===== src/rtl/codec_pkg.sv =====
// Shared constants and types for the codec I2S interface: counter geometry,
// slot window, strobe phases and the stereo sample pair.
package codec_pkg;

  localparam int CNT_W    = 11;
  localparam int SAMPLE_W = 16;

  localparam int FIRST_SLOT = 1;
  localparam int LAST_SLOT  = 16;

  localparam logic [4:0]       RX_SAMPLE_PH = 5'h0F;
  localparam logic [4:0]       TX_SHIFT_PH  = 5'h1F;
  localparam logic [CNT_W-1:0] VALID_CNT    = 11'h610;

  typedef struct packed {
    logic [SAMPLE_W-1:0] left;
    logic [SAMPLE_W-1:0] right;
  } stereo_smpl_t;

  // Slot numbers are 6 bits wide so the "next slot" after 31 (i.e. 32) stays out of the window.
  function automatic logic slot_active(input logic [5:0] slot);
    return (slot >= 6'(FIRST_SLOT)) && (slot <= 6'(LAST_SLOT));
  endfunction

endpackage


===== src/rtl/codec_clk_gen.sv =====
// Free-running 11-bit frame counter with registered MCLK/SCLK/LRCLK and the
// per-slot receive/transmit strobes used by the shift logic in the top.
module codec_clk_gen
  import codec_pkg::*;
(
  input  logic             clk,
  input  logic             rst_n,
  output logic [CNT_W-1:0] cnt,
  output logic             MCLK,
  output logic             SCLK,
  output logic             LRCLK,
  output logic             rx_strobe,
  output logic             tx_strobe,
  output logic             frame_wrap
);

  logic [CNT_W-1:0] cnt_nxt;

  assign cnt_nxt = cnt + CNT_W'(1);

  // Clocks are taken from the next count so each one equals its counter bit in the same cycle.
  always_ff @(posedge clk or negedge rst_n) begin
    if (!rst_n) begin
      cnt   <= '0;
      MCLK  <= 1'b0;
      SCLK  <= 1'b0;
      LRCLK <= 1'b0;
    end else begin
      cnt   <= cnt_nxt;
      MCLK  <= cnt_nxt[1];
      SCLK  <= cnt_nxt[4];
      LRCLK <= cnt_nxt[10];
    end
  end

  assign rx_strobe  = (cnt[4:0] == RX_SAMPLE_PH);
  assign tx_strobe  = (cnt[4:0] == TX_SHIFT_PH);
  assign frame_wrap = &cnt;

endmodule


===== src/rtl/codec_i2s_intf.sv =====
// Codec-side I2S sample interface: clock generation, ADC deserialiser and DAC serialiser.
// Build option CODEC_LOOPBACK_EN feeds the receive path from the internal SDin register.
module codec_i2s_intf
  import codec_pkg::*;
#(
  parameter int SKIP_FRAMES = 1
) (
  input  logic                clk,
  input  logic                rst_n,
  input  logic                SDout,
  input  logic [SAMPLE_W-1:0] lft_out,
  input  logic [SAMPLE_W-1:0] rht_out,
  output logic [SAMPLE_W-1:0] lft_in,
  output logic [SAMPLE_W-1:0] rht_in,
  output logic                valid,
  output logic                MCLK,
  output logic                SCLK,
  output logic                LRCLK,
  output logic                SDin
);

  localparam int SKIP_W = $clog2(SKIP_FRAMES + 1) + 1;

  logic [CNT_W-1:0]    cnt;
  logic                rx_strobe;
  logic                tx_strobe;
  logic                frame_wrap;
  logic [4:0]          slot;
  logic [5:0]          nxt_slot;
  logic [3:0]          tx_idx;
  logic                rx_active;
  logic                tx_active;
  logic                rx_bit;
  logic                word_done;
  logic                armed;
  logic [SKIP_W-1:0]   skip_cnt;
  logic [SAMPLE_W-1:0] tx_word;
  stereo_smpl_t        rx_shift;
  stereo_smpl_t        tx_hold;

  codec_clk_gen u_clk_gen (
    .clk        (clk),
    .rst_n      (rst_n),
    .cnt        (cnt),
    .MCLK       (MCLK),
    .SCLK       (SCLK),
    .LRCLK      (LRCLK),
    .rx_strobe  (rx_strobe),
    .tx_strobe  (tx_strobe),
    .frame_wrap (frame_wrap)
  );

  assign slot      = cnt[9:5];
  assign nxt_slot  = {1'b0, slot} + 6'd1;
  assign rx_active = slot_active({1'b0, slot});
  assign tx_active = slot_active(nxt_slot);
  assign tx_idx    = 4'(6'(LAST_SLOT) - nxt_slot);
  assign tx_word   = cnt[10] ? tx_hold.right : tx_hold.left;
  assign word_done = (cnt == VALID_CNT - CNT_W'(1));
  assign armed     = (skip_cnt >= SKIP_W'(SKIP_FRAMES));

`ifdef CODEC_LOOPBACK_EN
  assign rx_bit = SDin;
`else
  assign rx_bit = SDout;
`endif

  always_ff @(posedge clk or negedge rst_n) begin
    if (!rst_n) begin
      rx_shift <= '0;
    end else if (rx_strobe && rx_active) begin
      if (cnt[10]) rx_shift.right <= {rx_shift.right[SAMPLE_W-2:0], rx_bit};
      else         rx_shift.left  <= {rx_shift.left[SAMPLE_W-2:0], rx_bit};
    end
  end

  // The right LSB is still arriving on the completing edge, so it is merged in directly.
  always_ff @(posedge clk or negedge rst_n) begin
    if (!rst_n) begin
      lft_in <= '0;
      rht_in <= '0;
      valid  <= 1'b0;
    end else begin
      valid <= word_done && armed;
      if (word_done && armed) begin
        lft_in <= rx_shift.left;
        rht_in <= {rx_shift.right[SAMPLE_W-2:0], rx_bit};
      end
    end
  end

  always_ff @(posedge clk or negedge rst_n) begin
    if (!rst_n)                  skip_cnt <= '0;
    else if (frame_wrap && !armed) skip_cnt <= skip_cnt + SKIP_W'(1);
  end

  // Capture happens after the last data bit of the frame has gone out, so no double buffer is needed.
  always_ff @(posedge clk or negedge rst_n) begin
    if (!rst_n)     tx_hold <= '0;
    else if (valid) tx_hold <= '{left: lft_out, right: rht_out};
  end

  always_ff @(posedge clk or negedge rst_n) begin
    if (!rst_n)         SDin <= 1'b0;
    else if (tx_strobe) SDin <= tx_active ? tx_word[tx_idx] : 1'b0;
  end

endmodule


===== config.mk =====
export PLATFORM = sky130hd
export DESIGN_NAME = codec_i2s_intf
export DESIGN_NICKNAME = d
export VERILOG_FILES = /design/src/rtl/codec_pkg.sv /design/src/rtl/codec_clk_gen.sv /design/src/rtl/codec_i2s_intf.sv
export SDC_FILE = /design/constraint.sdc
export NUM_CORES = 1
export LEC_CHECK = 0
export ABC_CLOCK_PERIOD_IN_PS = 2700
export CORE_MARGIN = 3
export CORE_UTILIZATION = 51
export CTS_CLUSTER_DIAMETER = 50
export CTS_CLUSTER_SIZE = 30
export DETAILED_ROUTE_END_ITERATION = 8
export PLACE_DENSITY = 0.74
export SKIP_CTS_REPAIR_TIMING = 1
export SLEW_MARGIN = 20
export SYNTH_ARGS = -nofsm -noshare
export SYNTH_HDL_FRONTEND = slang
export SYNTH_SLANG_ARGS = --single-unit

===== constraint.sdc =====
create_clock -name clk -period 2.7 [get_ports clk]
set_input_delay 0.54 -clock clk [delete_from_list [all_inputs] [get_ports clk]]
set_output_delay 0.54 -clock clk [all_outputs]
set_load 0.01 [all_outputs]

== Yosys cells after proc, flatten, opt, wreduce, memory -nomap -nowiden ==
Index checks and enable logic that the tools add are counted.
Word-level totals
  register bits: 113
  input port bits: 35
  output and inout bits: 37
  logic and storage cells: 40
Cells by class
  $add $sub $neg: 4
  order comparisons: 6
  eq/ne operators: 3
  multiplexer cells: 4
  bitwise gates (word level): 1
  reductions and logical operators: 9
Operator list (number)
  $mux 16: 1
  $add 11x1->11 const B: 1
  $eq 11x11->1 const B: 1
  $reduce_and 11->1: 1
  $add 5x1->6 const B: 1
  $ge 6x1->1 const B: 1
  $le 6x5->1 const B: 1
  $eq 5x4->1 const B: 1
  $eq 5x5->1 const B: 1
  $ge 5x1->1 const B: 1
  $le 5x5->1 const B: 1
  $logic_and 1x1->1: 5
  $lt 4x5->1 const B: 1
  $bmux 1 s4: 1
  $reduce_and 2->1: 2
  $sub 1x4->4 const A: 1
  $add 2x1->2 const B: 1
  $ge 2x1->1 const B: 1
  $mux 1: 2
  $logic_not 1->1: 1
  $not 1->1: 1

== Logic depth before layout (Yosys ltp) ==
  word-level depth: 5
  gate-level depth with buffers: 9
  gate-level depth less buffers: 7

== Modules after synthesis ==
Synthesis repeated with hierarchy kept, for this count alone.
Unflattened totals
  cells, all modules: 320
  area total of the unflattened synthesis: 4813.4 µm²
By module, submodules not included
  codec_i2s_intf: times used 1, cells each 277, area an instance 4294.1 µm², sequential area each 2477.4 µm²
  codec_clk_gen: times used 1, cells each 43, area an instance 519.2 µm², sequential area each 275.3 µm²

== Worst setup path before layout ==
OpenSTA, ideal clock, no wires.
  path kind: flip-flop to flip-flop
  start point: reg u_clk_gen.cnt[5]
  end point: reg SDin
  setup time: 138 ps
  data arrival time: 1948 ps
  required time: 2562 ps
  path slack: 614 ps
  stages on the path, launching flop included: 9
  path buffers: 1
  clock period less this slack: 2086 ps
  cell sequence: dfrtp_1 > inv_1 > ha_1 > buf_2 > mux4_2 > nand2_1 > nand2_1 > a2111oi_1 > a211oi_1
Between the ends
  word-level cells in the longest chain between the ends: 5
  elaborated cells on any way between the ends: 8
  classes of those cells: add/sub: 2; order compare: 2; mux: 3; reduce/logical: 1
Ends and longest elaborated chain
  start: declaration: RTL line codec_clk_gen.sv:8  | output logic [CNT_W-1:0] cnt,
  start signal: assignment: RTL line codec_clk_gen.sv:29  | cnt <= cnt_nxt;
  $add 5x1->6 *: RTL line codec_i2s_intf.sv:54  | assign nxt_slot = {1'b0, slot} + 6'd1;
  $sub 1x4->4: RTL line codec_i2s_intf.sv:57  | assign tx_idx = 4'(6'(LAST_SLOT) - nxt_slot);
  $bmux 1 s4: RTL line codec_i2s_intf.sv:105  | else if (tx_strobe) SDin <= tx_active ? tx_word[tx_idx] : 1'b0;
  $mux 1 (not written as such): RTL line codec_i2s_intf.sv:105
  $mux 1 *: RTL line codec_i2s_intf.sv:105
  end signal: assignment: RTL line codec_i2s_intf.sv:105
  end: declaration: RTL line codec_i2s_intf.sv:19  | output logic SDin
Mark *: on every way between the ends. The rest lies on a longest branch, timed or not. The select of a mux whose other input is x is not followed.
A chain may end at the register's enable or synchronous reset.

== Worst setup path in the final report ==
  start point: reg u_clk_gen.cnt[6]
  end point: reg SDin
The elaborated chain is that of the path after synthesis.

==> summary by stage <==
Critical path
Among all stages on the critical path, the largest delay is contributed by or4bb_1. STA puts the critical path data arrival time at between 2000 and 3000 ps. The startpoint identified for the worst register-to-register timing path is u_clk_gen.cnt[6].

For the worst flop-to-flop path, the logic depth is 7. Setup slack on the worst reg-to-reg path comes out at 310 ps. For the worst setup path, the data required time is 2940 ps. The signal on the critical path passes through inv_1, ha_1, or4bb_1, nand2_1, o211ai_1, a2111oi_1, a211oi_1.

The largest stage delay on the critical path is 570 ps. The largest fanout of any net on the critical path is 14. The endpoint identified for the worst register-to-register timing path is SDin.

The critical path is of the reg2reg type. The kind of end point of the critical path is a register. STA classifies the critical path startpoint as a register.

Finish
Measured on the finished design, the core utilization comes to 0.654. The filler-free cell count of the finished design is 523. The area growth from synthesis to layout is 21.5%. 0 antenna diodes ended up in the layout. The total area of sequential cells is 2750 sq um. The layout has approximately 670 filler cells.

In the final layout, the multi-input gates occupy 1930 sq um. The number of nets in the final layout is about 430. In the final layout, the share of cells above drive strength 1 is 0.335.

Floorplanning
The die is 103 um wide. In this run the vertical extent of the chip is between 100 and 150 um. The number of top-level pins is 72. The floorplan has 34 rows. The initial utilization of the core area, before any placement, comes to 0.538. The die covers 10700 sq um.

The area of the placeable core is 8980 sq um.

Synth
The post-synthesis mux area share is 0.278. The cell accounting for the most synthesized area is dfrtp_1. Of the synthesized area, sequential elements account for 0.570. The share of synthesized registers carrying an async set or reset is 1.00. The count of cell types in the netlist is 45. The synthesized instance count is 318.

By area the synthesized netlist is led by dfrtp_1, mux2_2, mux2_4, mux4_2, ha_1. The xor and xnor area share after synthesis is 0.0199. Of the total synthesized cell area, the portion taken by AND, OR, NAND and NOR gates is 0.0606. The flip-flop and latch count after synthesis is 110. The adder and majority gate portion of the synthesized area is 0.0181. The warning count from the yosys run is 0. The synthesized design contains 0 enable-type register cells. The post-synthesis compound-gate area fraction is 0.0238. The top-area cell type share of the netlist area is 0.570.

After synthesis, the largest family of logic cells by area is multiplexers. By count the netlist is led by dfrtp_1, mux2_2, mux2_4. The most used flip-flop cell after synthesis is dfrtp_1. Yosys instantiated no cell more often than dfrtp_1.

A synthesized cell averages 15.2 sq um. The post-synthesis net count is 360. The synthesized netlist occupies a cell area of 4830 sq um.

Pwr
For this design the ratio of total power to cell area is 461 nW/um^2. Summed over all cells, the static leakage comes to 2.81 nW. Across the VDD grid, the largest voltage drop is about 0.00033 V.

Clocking
Clock-pin slew was measured on the worst setup and hold paths at between 100 and 150 ps. The number of H-tree branching levels is 3. Buffers inserted during clock tree synthesis total 9.

The later pin in the worst-skew pair is clocked with a latency of around 370 ps. The clock tree from TritonCTS is yes. The root buffer cell is clkbuf_8. The number of sinks driven by the clock tree is 110. The buffer levels on the longest clock path is 2.

Job
The reported max-cap violation count is 0.

Routing
The mean routed wirelength per cell is 15.7 um. In the routed design, unresolved DRC markers number 0. The number of detailed-route iterations in the first pass is 4. Dividing the detail-routed via count by the number of cells gives 5.21. For this block, the initial DRC count from the detailed router was 74.

The antenna violation net count after detailed routing is 0. The sum of routed wire length over all layers is 8220 um. The detailed router placed roughly 2700 vias in this run.

Timing
Setup violations remaining at the end of the flow were counted as 0. The number of max-slew violations in the final report is 0. The worst hold slack across all endpoints is 149 ps. Dividing the final minimum period by the clock period gives 0.885.

Setup repair after global routing left no endpoint under its margin. The worst pin sits at a relative slew slack of 0.640. Based on the critical path, the design can be clocked at up to 418 MHz. Counting I/O delays and the setup requirement, the final critical path takes 2390 ps. The worst clock skew is 19.4 ps. The final count of hold timing violations is 0. For the pin with the worst max-slew slack, the measured transition is 541 ps. Summed over all failing endpoints, the final setup total negative slack is 0 ps.

Placed design
At the end of routability-driven placement, the weighted congestion stood at 0.726. During placement, the flow inserted port buffers numbering 71. The post-detailed-placement half-perimeter wirelength is 5860 um.

The cell count after placement is 507.

Global routing
For met3 alone, demand over resource in global routing was 0.0429. The met1 layer usage reported by global route is 0.228. The initial antenna violation count was 0. Entering global routing, the biggest net connects 43 pins. The global-route layer with the greatest usage is met2. For this run the aggregate overflow at the end of global routing stands at 0.

The number of global-route vias before repair came to about 2900. The met2 track utilization from global routing is 0.267. In the global route stage, overall resource usage came out at 0.168. The first global-routing pass estimated 13900 um of wire.

Min path
The kind of path behind the tightest hold check is in2async.

Run status
The run finished with clean final reports.
-- registers in the layout (all words and copies together) (netlist names) --
| name | flops |
|---|---|
| u_clk_gen.LRCLK | 1 |
| lft_in | 16 |
| skip_cnt | 2 |
| valid | 1 |
| tx_hold | 32 |
| u_clk_gen.cnt | 10 |
| rx_shift | 31 |
| SDin | 1 |
| rht_in | 16 |
-- cells in the final DEF (no fill, tap or decap), drive strengths merged, types with 5 or more instances in the layout --
master and count:
dfrtp 110, mux2 96, clkdlybuf4s50 70, nand2 12
buf 11, inv 11, xnor2 10, clkbuf 9
ha 7, nand3 7, mux4 6, mux2i 5
nor2b 5
-- final cells by class --
class                      instances  area share
timing repair buffer              81       0.136
sequential                       110       0.469
multi-input combinational        182       0.329
clock buffer                       9      0.0211
clock inverter                     7      0.0130
tap                              126      0.0269
inverter                           8     0.00512
-- worst max-delay path by stage --
stage / from / to
after floorplan: u_clk_gen.cnt[5] / SDin
after global placement: u_clk_gen.cnt[6] / SDin
after detailed placement: u_clk_gen.cnt[6] / SDin
after CTS: u_clk_gen.cnt[6] / SDin
after global routing: u_clk_gen.cnt[6] / SDin
final: u_clk_gen.cnt[6] / SDin
-- worst max-delay path: cells and delay by family, from the launching register on --
kind / cells / cell delay (ps)
compound gates: 3 / 460
fa+ha+maj: 1 / 490
buf+inv: 1 / 140
flops: 1 / 530
simple gates: 2 / 650
-- metal layers --
| metal | part of all wire | vias to the layer above |
|---|---|---|
| met5 | 0 | - |
| met2 | 0.49 | 44 |
| li1 | - | 1282 |
| met3 | 0.032 | 4 |
| met1 | 0.47 | 1395 |
| met4 | 0.0062 | 0 |
-- report_power, final --
part / internal, mW / switching (mW) / total (mW)
Clock: 0.366 / 0.595 / 0.961
Sequential: 1.65 / 0.00182 / 1.65
Combinational: 0.0512 / 0.0395 / 0.0907
Total: 2.07 / 0.636 / 2.70
-- cell families after synthesis --
kind of cell,Yosys count
buf+inv,26
fa+ha+maj,7
flops,110
xor+xnor,11
simple gates,45
compound gates,12
mux,107
-- stage by stage --
step,setup slack [ps],area (sq um),total power [mW]
after floorplan,614,4830,1.69
after detailed placement,312,5670,1.78
after global placement,384,5670,1.78
final,309,5870,2.70
after CTS,313,5870,2.74
after global routing,137,5870,2.81
(Power assumes the default switching activity.)
